<file path="src/rtl/hpdcache_sram_wmask_1rw_ctrl.sv">
// hpdcache_sram_wmask_1rw_ctrl: arbitrates one 1RW masked-write SRAM between a reader and a writer.
// Define HPDCACHE_SRAM_CTRL_INIT_EN to zero the array row by row after reset.
module hpdcache_sram_wmask_1rw_ctrl #(
  parameter int ADDR_SIZE     = 6,
  parameter int DATA_SIZE     = 32,
  parameter int NDATA         = 1,
  parameter int DEPTH         = 2**ADDR_SIZE,
  parameter int WR_STARVE_MAX = 4
) (
  input  logic                         clk,
  input  logic                         rst_n,
  input  logic                         rd_req_valid,
  output logic                         rd_req_ready,
  input  logic [ADDR_SIZE-1:0]         rd_req_addr,
  output logic                         rd_rsp_valid,
  output logic [NDATA*DATA_SIZE-1:0]   rd_rsp_rdata,
  input  logic                         wr_req_valid,
  output logic                         wr_req_ready,
  input  logic [ADDR_SIZE-1:0]         wr_req_addr,
  input  logic [NDATA*DATA_SIZE-1:0]   wr_req_wdata,
  input  logic [NDATA*DATA_SIZE-1:0]   wr_req_wmask,
  output logic                         init_done,
  output logic                         sram_cs,
  output logic                         sram_we,
  output logic [ADDR_SIZE-1:0]         sram_addr,
  output logic [NDATA*DATA_SIZE-1:0]   sram_wdata,
  output logic [NDATA*DATA_SIZE-1:0]   sram_wmask,
  input  logic [NDATA*DATA_SIZE-1:0]   sram_rdata
);
  localparam int CW = $clog2(WR_STARVE_MAX + 1);
  localparam logic [CW-1:0] STARVE_MAX = CW'(WR_STARVE_MAX);
  localparam logic [ADDR_SIZE-1:0] LAST_ROW = ADDR_SIZE'(DEPTH - 1);
  typedef enum logic {ST_INIT, ST_RUN} state_t;
`ifdef HPDCACHE_SRAM_CTRL_INIT_EN
  localparam state_t ST_RESET = ST_INIT;
`else
  localparam state_t ST_RESET = ST_RUN;
`endif
  state_t r_state, w_state_nxt;
  logic [CW-1:0] r_starve_cnt;
  logic [ADDR_SIZE-1:0] r_init_addr;
  logic r_rd_rsp_valid, r_init_done;
  logic w_init, w_run, w_init_last, w_wr_gnt, w_rd_gnt;
  // Gated by rst_n so the SRAM port is idle for the whole time reset is held.
  assign w_init      = rst_n && r_state == ST_INIT;
  assign w_run       = rst_n && r_state == ST_RUN;
  assign w_init_last = r_init_addr == LAST_ROW;
  assign w_wr_gnt    = w_run && wr_req_valid && (!rd_req_valid || r_starve_cnt == STARVE_MAX);
  assign w_rd_gnt    = w_run && rd_req_valid && !w_wr_gnt;
  assign rd_req_ready = w_rd_gnt;
  assign wr_req_ready = w_wr_gnt;
  assign rd_rsp_valid = r_rd_rsp_valid;
  assign rd_rsp_rdata = sram_rdata;
  assign init_done    = r_init_done;
  always_comb begin
    w_state_nxt = (r_state == ST_INIT && w_init_last) ? ST_RUN : r_state;
    sram_cs     = w_init || w_wr_gnt || w_rd_gnt;
    sram_we     = w_init || w_wr_gnt;
    sram_addr   = w_init ? r_init_addr : w_wr_gnt ? wr_req_addr : w_rd_gnt ? rd_req_addr : '0;
    sram_wdata  = w_wr_gnt ? wr_req_wdata : '0;
    sram_wmask  = w_init ? '1 : w_wr_gnt ? wr_req_wmask : '0;
  end
  always_ff @(posedge clk or negedge rst_n) begin
    if (!rst_n) begin
      r_state        <= ST_RESET;
      r_starve_cnt   <= '0;
      r_init_addr    <= '0;
      r_rd_rsp_valid <= 1'b0;
      r_init_done    <= 1'b0;
    end else begin
      r_state        <= w_state_nxt;
      r_starve_cnt   <= (wr_req_valid && !w_wr_gnt) ?
                        ((r_starve_cnt == STARVE_MAX) ? r_starve_cnt : r_starve_cnt + CW'(1)) : '0;
      r_init_addr    <= (r_state == ST_INIT) ? (w_init_last ? '0 : r_init_addr + ADDR_SIZE'(1)) : r_init_addr;
      r_rd_rsp_valid <= w_rd_gnt;
      r_init_done    <= r_init_done || w_state_nxt == ST_RUN;
    end
  end
endmodule

</file>
<file path="config.mk">
export PLATFORM = sky130hd
export DESIGN_NAME = hpdcache_sram_wmask_1rw_ctrl
export DESIGN_NICKNAME = d
export VERILOG_FILES = /design/src/rtl/hpdcache_sram_wmask_1rw_ctrl.sv
export SDC_FILE = /design/constraint.sdc
export NUM_CORES = 1
export LEC_CHECK = 0
export CORE_AREA = 8 8 79 81
export DETAILED_ROUTE_END_ITERATION = 8
export DIE_AREA = 0 0 87 89
export DONT_BUFFER_PORTS = 1
export SETUP_SLACK_MARGIN = 0.05
export SLEW_MARGIN = 20
export SYNTH_ARGS = -nofsm -noshare
export SYNTH_HDL_FRONTEND = slang
export SYNTH_SLANG_ARGS = --single-unit
</file>
<file path="constraint.sdc">
create_clock -name clk -period 2.02 [get_ports clk]
set_input_delay 0.404 -clock clk [delete_from_list [all_inputs] [get_ports clk]]
set_output_delay 0.404 -clock clk [all_outputs]
set_load 0.01 [all_outputs]
</file>
# Word-level counts from Yosys, hierarchy flattened
# Index checks and enable logic that the tools add are counted.
# word_totals
register_bits,12
input_bits,112
out_inout_bits,108
elab_cells,35
# classes
n_addsub,2
eq_ne,3
muxes,10
bitwise,1
n_reduce_logical,14
# ops
operator,n
$mux W32,3
$mux W6,4
$logic_and A1 B1 Y1,8
$add A6 B1 Y6 const B,1
$eq A6 B6 Y1 const B,1
$mux W3,2
$logic_or A1 B1 Y1,4
$add A3 B1 Y3 const B,1
$eq A3 B3 Y1 const B,1
$logic_not A1 Y1,2
$ne A2 B2 Y1 const B,1
$mux W1,1
$not A1 Y1,1

# Longest topological paths before layout
# logic_depth
ltp_word,8
depth_mapped,7
mapped_depth_nobuf,5

# Worst setup path after synthesis
# OpenSTA, ideal clock, no wires.
# synth_timing
kind,register to output
from,register r_starve_cnt[0]
to,output port sram_wdata[24]
t_arrival_ps,1398
t_required_ps,1616
slack_ps,218
stages_incl_launch_ff,8
n_path_buf,2
path_cell_list,dfrtp_1 -> inv_1 -> ha_1 -> nand2_1 -> a21oi_2 -> buf_4 -> buf_4 -> and2_1
# synth_via
elab_chain_len,4
# synth_lines
element,line,text
"start, declared",40,logic [CW-1:0] r_starve_cnt;
"start signal, assigned",72,r_starve_cnt <= (wr_req_valid && !w_wr_gnt) ?
$eq A3 B3 Y1,48,assign w_wr_gnt = w_run && wr_req_valid && (!rd_req_valid || r_starve_cnt == STARVE_MAX);
$logic_or A1 B1 Y1,48,
$logic_and A1 B1 Y1,48,
net wr_req_ready,18,"output logic wr_req_ready,"
$mux W32,60,sram_wdata = w_wr_gnt ? wr_req_wdata : '0;
"end, declared",26,"output logic [NDATA*DATA_SIZE-1:0] sram_wdata,"
# The timed path passes the listed nets, and every way through them passes these cells.

# Worst setup path in the final report
# layout_timing
from,register r_starve_cnt[0]
to,output port sram_addr[2]
# layout_via
elab_chain_len,8
# layout_lines
element,line,text
$eq A3 B3 Y1 *,48,
$logic_or A1 B1 Y1 *,48,
$logic_and A1 B1 Y1 *,48,
$logic_not A1 Y1,49,assign w_rd_gnt = w_run && rd_req_valid && !w_wr_gnt;
$logic_and A1 B1 Y1,49,
$mux W6,59,sram_addr = w_init ? r_init_addr : w_wr_gnt ? wr_req_addr : w_rd_gnt ? rd_req_addr : '0;
$mux W6 * (2 in a row),59,
"end, declared",25,"output logic [ADDR_SIZE-1:0] sram_addr,"
# Every way passes the cells marked *; elsewhere a longest branch is shown, timed or not.

==> out/metrics.cfg <==
[power]
p_per_area_nw_per_um2=382
ir_drop_uv=383
swShare_pct=28.4
netSwitchingPower_mw=0.178
power_mw=0.627
pwr-share-clk_pct=37.3
power_frac_comb_pct=22.1
leakage_nw=0.816
seq_power_share_pct=40.6
p_int_mw=0.449

[detailed_routing]
detail_route.wl_per_cell_um=25.7
ant_nets=0
drcViolationCount=0
drtIter0Drc=28
totalWireLength_um=5760
dr.pass1.iters=6
vias=1190
via_per_inst=5.31

[clocking]
path_clk_slew_ps=50
numCtsBuffers=3
cts_root_buf=clkbuf_8
cts.path.max_buffers=2
cts_tree=built
clock_sinks=12
h-tree-depth=1
clk-insertion-delay-late_ps=250

[finish]
syn2layout_area_growth_pct=14.9
layout-drive-gt1-share_pct=35.7
utilization_pct=33.0
stdcell_area_um2=1640
diodes=0
nFillCells=516
layout.nets=270

[timing]
rsz0062_at_grt=yes
min_period_ps=2040
setup_tns_ps=-128
relSlewSlack_pct=63.9
hold_viol_final=0
clock-skew-final_ps=4.98
slew_viol_final=0
final-setup-viol-count=8
finalWorstSetupSlack_ps=-23.0
min_period_over_period_pct=101
max_freq_mhz=489
max_slew.worst_pin.slew_ps=540
timing.hold.ws_ps=314

[synthesis]
synth-edff-count=0
synthTopCellsByArea=dfrtp_1, buf_4, a21o_1
synthDistinctLibCells=31
netlist_area_um2=1430
synth_flop_cell=dfrtp_1
syn_nets=289
synth_top_area_share_pct=19.3
ys_async_sr_fraction_pct=100
syn_avg_cell_area_um2=8.20
yosysTopAreaCell=dfrtp_1
yosys.cell_count.top_type=buf_4
seq_area_frac_synth_pct=21.1
synthCells=174
netlist_top_cells_count=buf_4, and2_1, a21o_1, dfrtp_1, buf_2
ys_warn_count=0
synth-seq-cells=12

[critical_path]
r2r_start=r_starve_cnt[0]$_DFFE_PN0P_
arrival_ps=1640
required_ps=1620
cp-end-kind=primary output
cp-start-kind=flop
cp_max_fo=14
path_class=reg2out
ff2ff_path_depth=8
reg2reg_setup_slack_ps=400
r2r_end=r_starve_cnt[2]$_DFFE_PN0P_

[grt]
grt_max_degree=34
grt_pass1_vias=1148
track_usage_pct=12.3
grt_overflow=0
grt_first_pass_wirelength_um=7030
antenna_found_initial=0

[min_path]
hold_start=wr_req_valid
holdPathEnd=r_starve_cnt[0]$_DFFE_PN0P_
holdPathStages=1
hold_class=in2reg

[die]
die_area_um2=7740
num_rows=26
dieHeight_um=89
core_area_um2=4980
die_w_um=87
start_util_pct=28.7
ios=220

[place]
place_area_um2=1280
place_hpwl_um=4290
place.gp.congestion=0.753
portBuffers=0

[outcome]
failed_checks=setup timing
status=finished, violations left

[flow_run]
cap_viol_max_count=0

## cells by family (layout without fill, tap and decap cells)
family	after synthesis	count (layout)	synth area share, %
buffers and inverters	48	28	22.7
flip-flops	12	12	21.1
AND/OR/NAND/NOR	59	59	24.8
multiplexers	2	2	1.49
XOR/XNOR	3	3	1.84
adder cells (fa/ha/maj)	3	3	2.63
AO/OA/AOI/OAI	47	47	25.4
## worst max path at each step
stage,from,endpoint,slack (ps),cells past startpoint
floorplan,r_starve_cnt[0]$_DFFE_PN0P_,sram_wdata[24],220,7
global placement,r_starve_cnt[0]$_DFFE_PN0P_,sram_wmask[5],140,6
detailed placement,r_starve_cnt[0]$_DFFE_PN0P_,sram_wdata[3],100,6
CTS,r_starve_cnt[1]$_DFFE_PN0P_,sram_addr[2],-2,7
global route,r_starve_cnt[0]$_DFFE_PN0P_,sram_addr[2],-70,7
finish,r_starve_cnt[0]$_DFFE_PN0P_,sram_addr[2],-20,7
## placed cells by master, fill, tap and decap left out, drive strengths merged
master | Yosys | routed
nand2 | 6 | 6
dfstp | 1 | 1
xnor2 | 3 | 3
dlygate4sd3 | 0 | 1
and2 | 38 | 38
nor2b | 1 | 1
a21oi | 2 | 2
inv | 4 | 4
or3 | 1 | 1
nand4 | 1 | 1
nor4b | 1 | 1
nor3b | 2 | 2
dfrtp | 11 | 11
o31a | 1 | 1
buf | 43 | 16
o21ai | 4 | 4
a31oi | 1 | 1
nand3b | 1 | 1
o211ai | 1 | 1
mux2i | 1 | 1
clkbuf | 1 | 7
a221o | 6 | 6
ha | 3 | 3
nor2 | 2 | 2
nand4b | 1 | 1
a21o | 32 | 32
mux2 | 1 | 1
or2 | 2 | 2
nand3 | 3 | 3
## metrics by stage
| step | setup WS, ps | instances |
|---|---|---|
| after global routing | -73.6 | 224 |
| final | -23.0 | 224 |
| after CTS | -1.80 | 218 |
| after global placement | 139 | 204 |
| after floorplan | 218 | 174 |
| after detailed placement | 95.3 | 204 |
## critical path: stages, from the launching register on
cell and delay [ps]:
dfrtp_1 360, inv_1 50, ha_2 170, nand2_2 90, a21oi_4 60, buf_12 150, buf_12 140, a221o_1 360
## timing repair
action,CTS,global route
hold buffers,1,0
gates cloned,2,3
setup buffers,7,3
gates resized for setup,23,8
setup endpoints to repair,72,72
endpoints found under the hold margin,12,0
pin swaps,47,8
## cell type report
cell class	instances	area (um^2)	area share, %
Clock buffer	4	45.0	2.75
Sequential cell	12	302	18.4
Tap cell	70	87.6	5.34
Timing Repair Buffer	20	303	18.5
Inverter	4	15.0	0.915
Multi-Input combinational cell	114	888	54.2
## layer usage
metal / track usage (%) / part of all wire, %
met5: 0 / 0
met4: 5.95 / 1.8
met1: 14.1 / 38
met3: 3.03 / 8.3
met2: 20.9 / 52
## power by group through the flow
stage               combinational (mW)  sequential (mW)  clock [mW]
detailed placement               0.110            0.260           0
floorplan                        0.157            0.258           0
CTS                              0.138            0.253       0.242
finish                           0.139            0.255       0.234
global placement                 0.109            0.259           0
global route                     0.153            0.255       0.254
## state kept, by name (all words and copies together), names as in the netlist
register and count:
init_done 1, r_starve_cnt 3, r_state 1, rd_rsp_valid 1
r_init_addr 6
(Power assumes the default switching activity.)
==> variant: new RTL, same settings <==
Add a define of `HPDCACHE_SRAM_CTRL_INIT_EN`.
--- a/src/rtl/hpdcache_sram_wmask_1rw_ctrl.sv
+++ b/src/rtl/hpdcache_sram_wmask_1rw_ctrl.sv
@@ -1,4 +1,6 @@
 // hpdcache_sram_wmask_1rw_ctrl: arbitrates one 1RW masked-write SRAM between a reader and a writer.
 // Define HPDCACHE_SRAM_CTRL_INIT_EN to zero the array row by row after reset.
+`define HPDCACHE_SRAM_CTRL_INIT_EN
+
 module hpdcache_sram_wmask_1rw_ctrl #(
   parameter int ADDR_SIZE     = 6,
Formal check against the unedited RTL: not equivalent (Yosys sat finds a counterexample within 4 cycles, from zero or initial values and one cycle with rst_n low).
==> variant against the unedited design <==
  * The flow finishes with violations (negative hold slack, negative setup slack)
  * Critical endpoint is now sram_addr[3]
  * Via count fell by 3.5%
  * Power increased by 6.8%
  * Routed wire length decreased by 7.0%
  * Sequential cell count unchanged
  * Highest routed layer unchanged
  * Global-route usage fell by 0.66 points
  * Final area shrank 2.0%
  * Non-clock buffer count decreased by 6
  * Area after synthesis about the same
  * Critical path depth did not move
  * Die area did not move
  * Worst setup slack improved by 20 ps
==> variant: results <==
metrics = {
    "outcome": {
        "status": "finished, violations left",
        "violated_checks": "negative hold slack, negative setup slack",
    },
    "sta": {
        "setup_tns_ps": -2.508,
        "finClkSkew_ps": 1.142,
        "setup_viol_count_final": 1,
        "worst_hold_slack_ps": -149.5,
        "maxSlewHeadroom_pct": 79.44,
        "finalHoldViolCount": 12,
        "setup_slack_ps": -2.508,
    },
    "worst_setup_path": {
        "worstPathMaxFanout": 7,
    },
    "cts": {
        "cts_buffer_depth": 2,
        "clk-insertion-delay-late_ps": 240,
        "clock_tree.htree_level_count": 1,
    },
    "synth": {
        "synth_sequential_area_ratio_pct": 21.05,
        "post_synth_main_area_contributors": "sky130_fd_sc_hd__dfrtp_1 (21%), sky130_fd_sc_hd__buf_4 (19%), sky130_fd_sc_hd__a21o_1 (17%), sky130_fd_sc_hd__and2_1 (15%), sky130_fd_sc_hd__a221o_1 (4.2%)",
        "cell_types_with_the_highest_counts_after_synthesis": "sky130_fd_sc_hd__buf_4 (36), sky130_fd_sc_hd__and2_1 (34), sky130_fd_sc_hd__a21o_1 (32)",
    },
    "global_route": {
        "first_global_vias": 1204,
        "grt.total_usage_pct": 11.63,
        "grt_antenna_before_repair": 0,
    },
    "route": {
        "detail_route.first_pass.iterations": 4,
        "first_iter_violations": 15,
        "viasPerCell": 5.266,
    },
    "power_and_ir_drop": {
        "irDropWorstVdd_mv": 0.2766,
        "sw_frac_of_total_pct": 26.95,
        "leakage_nw": 0.8020,
    },
    "place": {
        "globalplace.congestion": 0.7175,
        "dpl_worst_slack_ps": 94.19,
        "hpwlAfterDp_um": 4177,
    },
    "hold_path": {
        "holdCritPathClass": "in -> async",
    },
    "finish": {
        "drive_gt1_share_pct": 41.22,
        "largest_registers": "r_init_addr x6, r_starve_cnt x3",
        "nets": 264,
        "diodes": 0,
    },
    "flow_run": {
        "cap_violations": 0,
    },
}
variant: changes by cell type after synthesis, sizes merged:
cell   before  now
dfrtp      11   12
dfstp       1    0
variant: metal layers:
| layer | track usage, % | vias to the layer above | share of wire [%] | routed length [um] |
|---|---|---|---|---|
| met2 | 18.32 | 93 | 48 | 2593 |
| met3 | 4.504 | 15 | 11 | 585 |
| met5 | 0 | - | 0 | 0 |
| li1 | - | 505 | - | - |
| met1 | 13.81 | 535 | 39 | 2076 |
| met4 | 4.851 | 0 | 1.8 | 96 |
variant: critical path, stage by stage, from the launching register on:
cell and delay, ps:
sky130_fd_sc_hd__dfrtp_1 350, sky130_fd_sc_hd__inv_2 50, sky130_fd_sc_hd__ha_4 160, sky130_fd_sc_hd__nand2_4 80, sky130_fd_sc_hd__a21oi_4 60, sky130_fd_sc_hd__buf_12 140, sky130_fd_sc_hd__buf_12 130, sky130_fd_sc_hd__a221o_1 400
variant: per-stage QoR:
stage	util, %	cells	cell area (um2)	hold slack (ps)
floorplan	-	174	1426	108.4
global placement	25.77	204	1282	108.8
detailed placement	25.77	204	1282	108.8
CTS	30.89	215	1538	-159.0
global route	32.30	218	1608	-162.9
finish	32.30	218	1608	-149.5
variant: power groups by stage:
stage               clock network (mW)  logic [mW]  registers [mW]
detailed placement                   0       0.110           0.260
global placement                     0       0.110           0.259
CTS                              0.277       0.142           0.255
global route                     0.286       0.161           0.256
floorplan                            0       0.157           0.258
finish                           0.266       0.149           0.255
variant: area by class of cell:
class	instances	area, um2
sequential	12	301.5
fill	512	3369
inverter	4	15.01
multi-input combinational	114	923.4
clock buffer	4	55.05
timing repair buffer	14	225.2
tap	70	87.58
variant: logic make-up (layout without fill, tap and decap cells):
kind of cell | Yosys count | in the layout | share of synthesized area, %
compound gates | 47 | 47 | 25.44
flops | 12 | 12 | 21.05
buf+inv | 48 | 22 | 22.72
fa+ha+maj | 3 | 3 | 2.632
mux | 2 | 2 | 1.491
simple gates | 59 | 59 | 24.82
xor+xnor | 3 | 3 | 1.842
variant: path summary, 6_finish.rpt:
check	slack (ps)	from	to	depth (start not counted)
min in group clk	310	wr_req_valid	r_starve_cnt[0]	1
max in group asynchronous	2090	rst_n	r_state	0
hold reg to reg	520	r_init_addr[4]	r_init_addr[4]	1
hold / removal	-150	rst_n	r_state	0
setup reg to reg	540	r_starve_cnt[1]	r_starve_cnt[2]	8
setup / recovery	-3	r_starve_cnt[1]	sram_addr[3]	7
variant: repair_timing:
item,in CTS,in global routing
buffers inserted,5,2
endpoints found under the setup margin,73,59
gates cloned,2,1
gates resized for setup,36,7
endpoints found under the hold margin,12,12
pin swaps,18,39
